`src/rtl/mem_cmd_arbiter.sv`:
```
// mem_cmd_arbiter: round-robin arbiter/sequencer sharing one memory controller
// command port among NUM_REQ requesters. A winner's cmd/addr/wdata are latched
// in IDLE, launched with a one-cycle strobe in ISSUE, and completed in WAIT on
// mem_done_in. Optional watchdog abort in WAIT: define MEM_ARB_TIMEOUT_EN.
module mem_cmd_arbiter #(
  parameter int NUM_REQ        = 2,
  parameter int ADDR_W         = 64,
  parameter int DATA_W         = 32,
  parameter int TIMEOUT_CYCLES = 1024
) (
  input  logic                      clk,
  input  logic                      rst_n,
  input  logic [NUM_REQ-1:0]        req_valid,
  input  logic [2*NUM_REQ-1:0]      req_cmd,
  input  logic [ADDR_W*NUM_REQ-1:0] req_addr,
  input  logic [DATA_W*NUM_REQ-1:0] req_wdata,
  output logic [NUM_REQ-1:0]        req_ack,
  output logic [NUM_REQ-1:0]        resp_done,
  output logic [DATA_W-1:0]         resp_data,
  output logic                      resp_err,
  output logic [2:0]                grant_id,
  output logic                      busy,
  output logic [1:0]                mem_cmd,
  output logic [ADDR_W-1:0]         mem_addr,
  output logic [DATA_W-1:0]         mem_wdata,
  output logic                      mem_cmd_valid,
  input  logic                      mem_done_in,
  input  logic [DATA_W-1:0]         mem_rdata
);

  localparam logic [1:0]         CMD_READ = 2'b10;
  localparam logic [1:0]         CMD_NOP  = 2'b11;
  localparam logic [2:0]         LAST     = 3'(NUM_REQ - 1);
  localparam logic [NUM_REQ-1:0] ONE      = NUM_REQ'(1);

  typedef enum logic [1:0] {IDLE, ISSUE, WAIT} state_t;

  state_t      state, state_next;
  logic [2:0]  ptr;
  logic [2:0]  win;
  logic        found;
  logic [2:0]  cur;
  logic [7:0]  valid8;
  logic        grant, launch, complete, capture;

  // Per-requester fields unpacked into 8-deep arrays so a 3-bit index always
  // fits; unused slots look like idle nop requesters.
  logic [1:0]        cmd_a   [8];
  logic [ADDR_W-1:0] addr_a  [8];
  logic [DATA_W-1:0] wdata_a [8];

  if (NUM_REQ < 2 || NUM_REQ > 8 || TIMEOUT_CYCLES < 1) begin : g_bad_param
    $error("mem_cmd_arbiter: NUM_REQ must be 2..8 and TIMEOUT_CYCLES >= 1");
  end

  for (genvar g = 0; g < 8; g++) begin : g_unpack
    if (g < NUM_REQ) begin : g_used
      assign cmd_a[g]   = req_cmd[2*g +: 2];
      assign addr_a[g]  = req_addr[ADDR_W*g +: ADDR_W];
      assign wdata_a[g] = req_wdata[DATA_W*g +: DATA_W];
    end else begin : g_pad
      assign cmd_a[g]   = CMD_NOP;
      assign addr_a[g]  = '0;
      assign wdata_a[g] = '0;
    end
  end

  assign valid8 = 8'(req_valid);
  assign busy   = (state != IDLE);

  // Round-robin search: first valid requester strictly after ptr, with wrap.
  always_comb begin
    win   = '0;
    found = 1'b0;
    cur   = ptr;
    for (int i = 0; i < NUM_REQ; i++) begin
      cur = (cur == LAST) ? 3'd0 : cur + 3'd1;
      if (!found && valid8[cur]) begin
        found = 1'b1;
        win   = cur;
      end
    end
  end

`ifdef MEM_ARB_TIMEOUT_EN
  localparam int CNT_W = $clog2(TIMEOUT_CYCLES + 1);

  logic [CNT_W-1:0] tmo_cnt;
  logic             timeout_hit;

  // mem_done_in in the limit cycle takes precedence over the abort.
  assign timeout_hit = (state == WAIT) && !mem_done_in &&
                       (tmo_cnt == CNT_W'(TIMEOUT_CYCLES - 1));

  // Watchdog: cleared on the launch edge, counts every WAIT cycle.
  always_ff @(posedge clk) begin
    if (!rst_n) begin
      tmo_cnt  <= '0;
      resp_err <= 1'b0;
    end else begin
      resp_err <= timeout_hit;
      if (launch)
        tmo_cnt <= '0;
      else if (state == WAIT)
        tmo_cnt <= tmo_cnt + 1'b1;
    end
  end
`else
  assign resp_err = 1'b0;
`endif

  // State register.
  always_ff @(posedge clk) begin
    if (!rst_n) state <= IDLE;
    else        state <= state_next;
  end

  // Next state and per-cycle control strobes.
  always_comb begin
    state_next = state;
    grant      = 1'b0;
    launch     = 1'b0;
    complete   = 1'b0;
    capture    = 1'b0;
    case (state)
      IDLE: begin
        if (found) begin
          grant      = 1'b1;
          state_next = ISSUE;
        end
      end
      ISSUE: begin
        if (mem_cmd == CMD_NOP) begin
          complete   = 1'b1;
          state_next = IDLE;
        end else begin
          launch     = 1'b1;
          state_next = WAIT;
        end
      end
      WAIT: begin
        if (mem_done_in) begin
          complete   = 1'b1;
          capture    = (mem_cmd == CMD_READ);
          state_next = IDLE;
        end
`ifdef MEM_ARB_TIMEOUT_EN
        else if (timeout_hit) begin
          complete   = 1'b1;
          state_next = IDLE;
        end
`endif
      end
      default: state_next = IDLE;
    endcase
  end

  // Datapath: latch on grant, strobe on launch, respond on completion.
  always_ff @(posedge clk) begin
    if (!rst_n) begin
      mem_cmd       <= CMD_NOP;
      mem_addr      <= '0;
      mem_wdata     <= '0;
      mem_cmd_valid <= 1'b0;
      req_ack       <= '0;
      resp_done     <= '0;
      resp_data     <= '0;
      grant_id      <= '0;
      ptr           <= LAST;
    end else begin
      req_ack       <= '0;
      resp_done     <= '0;
      mem_cmd_valid <= launch;
      if (grant) begin
        mem_cmd   <= cmd_a[win];
        mem_addr  <= addr_a[win];
        mem_wdata <= wdata_a[win];
        grant_id  <= win;
        req_ack   <= ONE << win;
      end
      if (complete) begin
        resp_done <= ONE << grant_id;
        ptr       <= grant_id;
      end
      if (capture)
        resp_data <= mem_rdata;
    end
  end

endmodule

```
`config.mk`:
```
export PLATFORM = sky130hd
export DESIGN_NAME = mem_cmd_arbiter
export DESIGN_NICKNAME = d
export VERILOG_FILES = /design/src/rtl/mem_cmd_arbiter.sv
export SDC_FILE = /design/constraint.sdc
export NUM_CORES = 1
export LEC_CHECK = 0
export CORE_AREA = 5 5 143 145
export CTS_CLUSTER_DIAMETER = 60
export DETAILED_ROUTE_END_ITERATION = 16
export DIE_AREA = 0 0 148 150
export PLACE_DENSITY_LB_ADDON = 0.08
export SLEW_MARGIN = 20
export SYNTH_ARGS = -nofsm -noshare
export SYNTH_HDL_FRONTEND = slang
export SYNTH_SLANG_ARGS = --single-unit
```
`constraint.sdc`:
```
create_clock -name clk -period 1.7 [get_ports clk]
set_clock_uncertainty 0.15 [all_clocks]
set_input_delay 0.255 -clock clk [delete_from_list [all_inputs] [get_ports clk]]
set_output_delay 0.255 -clock clk [all_outputs]
set_load 0.01 [all_outputs]
```
==> impl_metrics.csv <==
group,metric,value,unit
detailed_routing,via_per_inst,4.81,
detailed_routing,drt_iter0_markers,193,
run_status,status,"complete, no violations",
clocking,numCtsBuffers,17,
synthesis,syn_area,5790,um^2
global_route,grt_pass1_wl,34000,um
placement,port_buffers,371,
synthesis,yosys_warnings,0,
synthesis,synth.avg_cell_area,7.77,um^2
synthesis,synth-seq-cells,143,
clocking,cts_tree,"done",
floorplanning,die_x,148,um
power,vdd_drop_max,0.000671,V
synthesis,ys_types,34,
detailed_routing,remaining_drc_errors,0,
synthesis,netlist.area_leader.share,49.4,%
final_layout,area_growth,85.2,%
setup_path,startpoint_type,"flip-flop",
setup_path,arrival,1790,ps
sta,fin_crit_sh,96.9,%
synthesis,synthArstFlopShare,0,%
setup_path,cp-end-kind,"flip-flop",
power,p_leak,0.00475,uW
setup_path,worstSetupPathType,"reg -> reg",
synthesis,syn_inst,745,
sta,fmax,607,MHz
setup_path,crit_path_max_fanout,17,
placement,gp_congestion,0.787,
clocking,cts.sinks,143,
setup_path,slowest_delay,340,ps
final_layout,nNetsFinal,1350,
synthesis,syn_nets,981,
synthesis,yosys.area.top_type,"dfxtp_1",
sta,fin_hold_ws,54.7,ps
clocking,clockBufferDepth,2,
detailed_routing,vias,6565,
floorplanning,ios,373,
floorplanning,dieArea,22200,um^2
synthesis,synth_edf_count,0,
global_route,grt_overflow,0,
sta,setup_violations,0,
clocking,ctsHoldBuffers,0,
clocking,htree_levels,4,
floorplanning,coreArea,19100,um^2
detailed_routing,drtPass1Iterations,5,
setup_path,cp_common_cell,"buf_12",
setup_path,r2r_setup_slack,50,ps
sta,slew_viol_final,0,
final_layout,layout-drive-gt1-share,8.87,%
power,powerDensity,943,nW/um^2
global_route,antenna_found_initial,0,
synthesis,synth_commonest_cells,"nand2_1 (267), dfxtp_1 (143), a31oi_1 (96), o21ai_0 (96), clkbuf_1 (39)",
setup_path,critPathSlowestCell,"dfxtp_2",
global_route,grt_max_degree,47,
hold_path,hold_class,"in -> reg",
clocking,root_buffer,"clkbuf_16",
setup_path,path_cells,"o211a_1 > o221a_4 > buf_12 > buf_12 > o21ai_0 > a31oi_1",
detailed_routing,drt_wl_total,23400,um
final_layout,insertedDiodeCount,0,
floorplanning,start_util,30.3,%
clocking,clk_pin_slew,60,ps
floorplanning,die_h,150,um
global_route,grt_pass1_vias,6257,
sta,hold_viol,0,
floorplanning,fp-row-count,51,
synthesis,yosysSeqAreaShare,49.4,%
global_route,track_usage,19.3,%
synthesis,synthFlopType,"dfxtp_1",
detailed_routing,avgRoutedWirePerCell,17.2,um
sta,min_period,1650,ps
synthesis,yosysMostFrequentCell,"nand2_1",
setup_path,crit_required,1840,ps
detailed_routing,route.antenna.remaining_nets,0,
placement,hpwl,16700,um
synthesis,netlist_top_cells_area,"dfxtp_1 (49%), nand2_1 (17%), a31oi_1 (10%)",
clocking,clk_latency,410,ps
final_layout,postLayoutCoreUtil,56.2,%
flow_run,maxCapViolations,0,
## cells in the final DEF (no fill, tap or decap), types with 2 or more instances in the layout
cell	count
nand2_1	266
clkdlybuf4s50_1	230
dfxtp_1	139
dlygate4sd2_1	129
a31oi_1	96
o21ai_0	65
o21ai_1	29
a21boi_0	25
buf_4	23
clkbuf_16	21
buf_12	18
dlymetal6s2s_1	10
a21boi_1	8
nor2_1	5
bufinv_16	4
dfxtp_2	4
inv_2	3
clkinvlp_4	3
o21ai_2	2
nand3_1	2
nor2b_1	2
nor3_1	2
a21oi_1	2
and3b_1	2
nor3b_1	2
a41oi_1	2
clkbuf_1	2
clkinv_4	2
inv_6	2
buf_6	2
## logic make-up after synthesis
| family | synth area share, % |
|---|---|
| other | 0.0648 |
| AOI/OAI and AO/OA | 24.9 |
| and+or+nand+nor | 19.4 |
| DFF | 49.4 |
| adders and majority gates | 0.648 |
| buffers and inverters | 5.17 |
| muxes | 0.367 |
## flip-flops by register name (all words and copies together) (netlist names)
register / flops
mem_cmd: 2
mem_cmd_valid: 1
ptr: 3
mem_wdata: 32
resp_data: 32
resp_done: 2
state: 2
req_ack: 2
grant_id: 3
mem_addr: 64
## power breakdown
part	switching, uW	leakage (uW)	total, uW	internal, uW
Clock	1460	0.000297	3970	2510
Combinational	1040	0.00328	2310	1270
Sequential	151	0.00118	3820	3670
Total	2650	0.00475	10100	7450
## area by class of cell
| type | instances | area [um^2] |
|---|---|---|
| Fill cell | 1772 | 8360 |
| Timing Repair Buffer | 417 | 4220 |
| Sequential cell | 143 | 2870 |
| Multi-Input combinational cell | 531 | 2690 |
| Clock buffer | 20 | 447 |
| Tap cell | 238 | 298 |
| Clock inverter | 12 | 183 |
| Inverter | 4 | 15.0 |
## what timing repair did
action                                  in CTS  in global routing
gates resized for setup                    136                 67
endpoints found under the setup margin     131                123
buffers inserted                             0                  2
pin swaps                                    0                  3
cloned                                       0                  5
## worst max-delay path, delay by kind of cell (launching register included)
| family | cells | cell delay, ps |
|---|---|---|
| compound gates | 4 | 720 |
| buf+inv | 2 | 310 |
| flops | 1 | 340 |
## per-layer routing
metal	vias to the layer above	wire, um	part of all wire [%]	GRT usage (%)
met5	-	0	0	0
met4	0	286	1.2	6.14
met3	18	2160	9.2	7.18
met2	252	11300	48	32.5
met1	2989	9680	41	22.7
li1	3306	-	-	-
## through the flow
step	setup slack, ps	power [uW]	instances	TNS, ps	instance area (um^2)
after floorplan	92.7	4760	745	0	5790
after global placement	-359	6360	1326	-29650	10100
after detailed placement	-383	6360	1326	-33610	10100
after CTS	0.0177	10200	1358	0	10500
after global routing	-15.1	10600	1365	-97.8	10700
final	52.0	10100	1365	0	10700
## final timing paths
kind                                                start                         to  cells after the start
worst max-delay path                  ptr[0]$_SDFFE_PN1P_  mem_addr[29]$_SDFFE_PN0P_                      6
worst min-delay path                                rst_n        ptr[0]$_SDFFE_PN1P_                      2
worst max register to register        ptr[0]$_SDFFE_PN1P_  mem_addr[29]$_SDFFE_PN0P_                      6
worst min register to register  resp_data[6]$_SDFFE_PN0P_  resp_data[6]$_SDFFE_PN0P_                      2
Note: power is estimated with default switching activity, not from simulation.
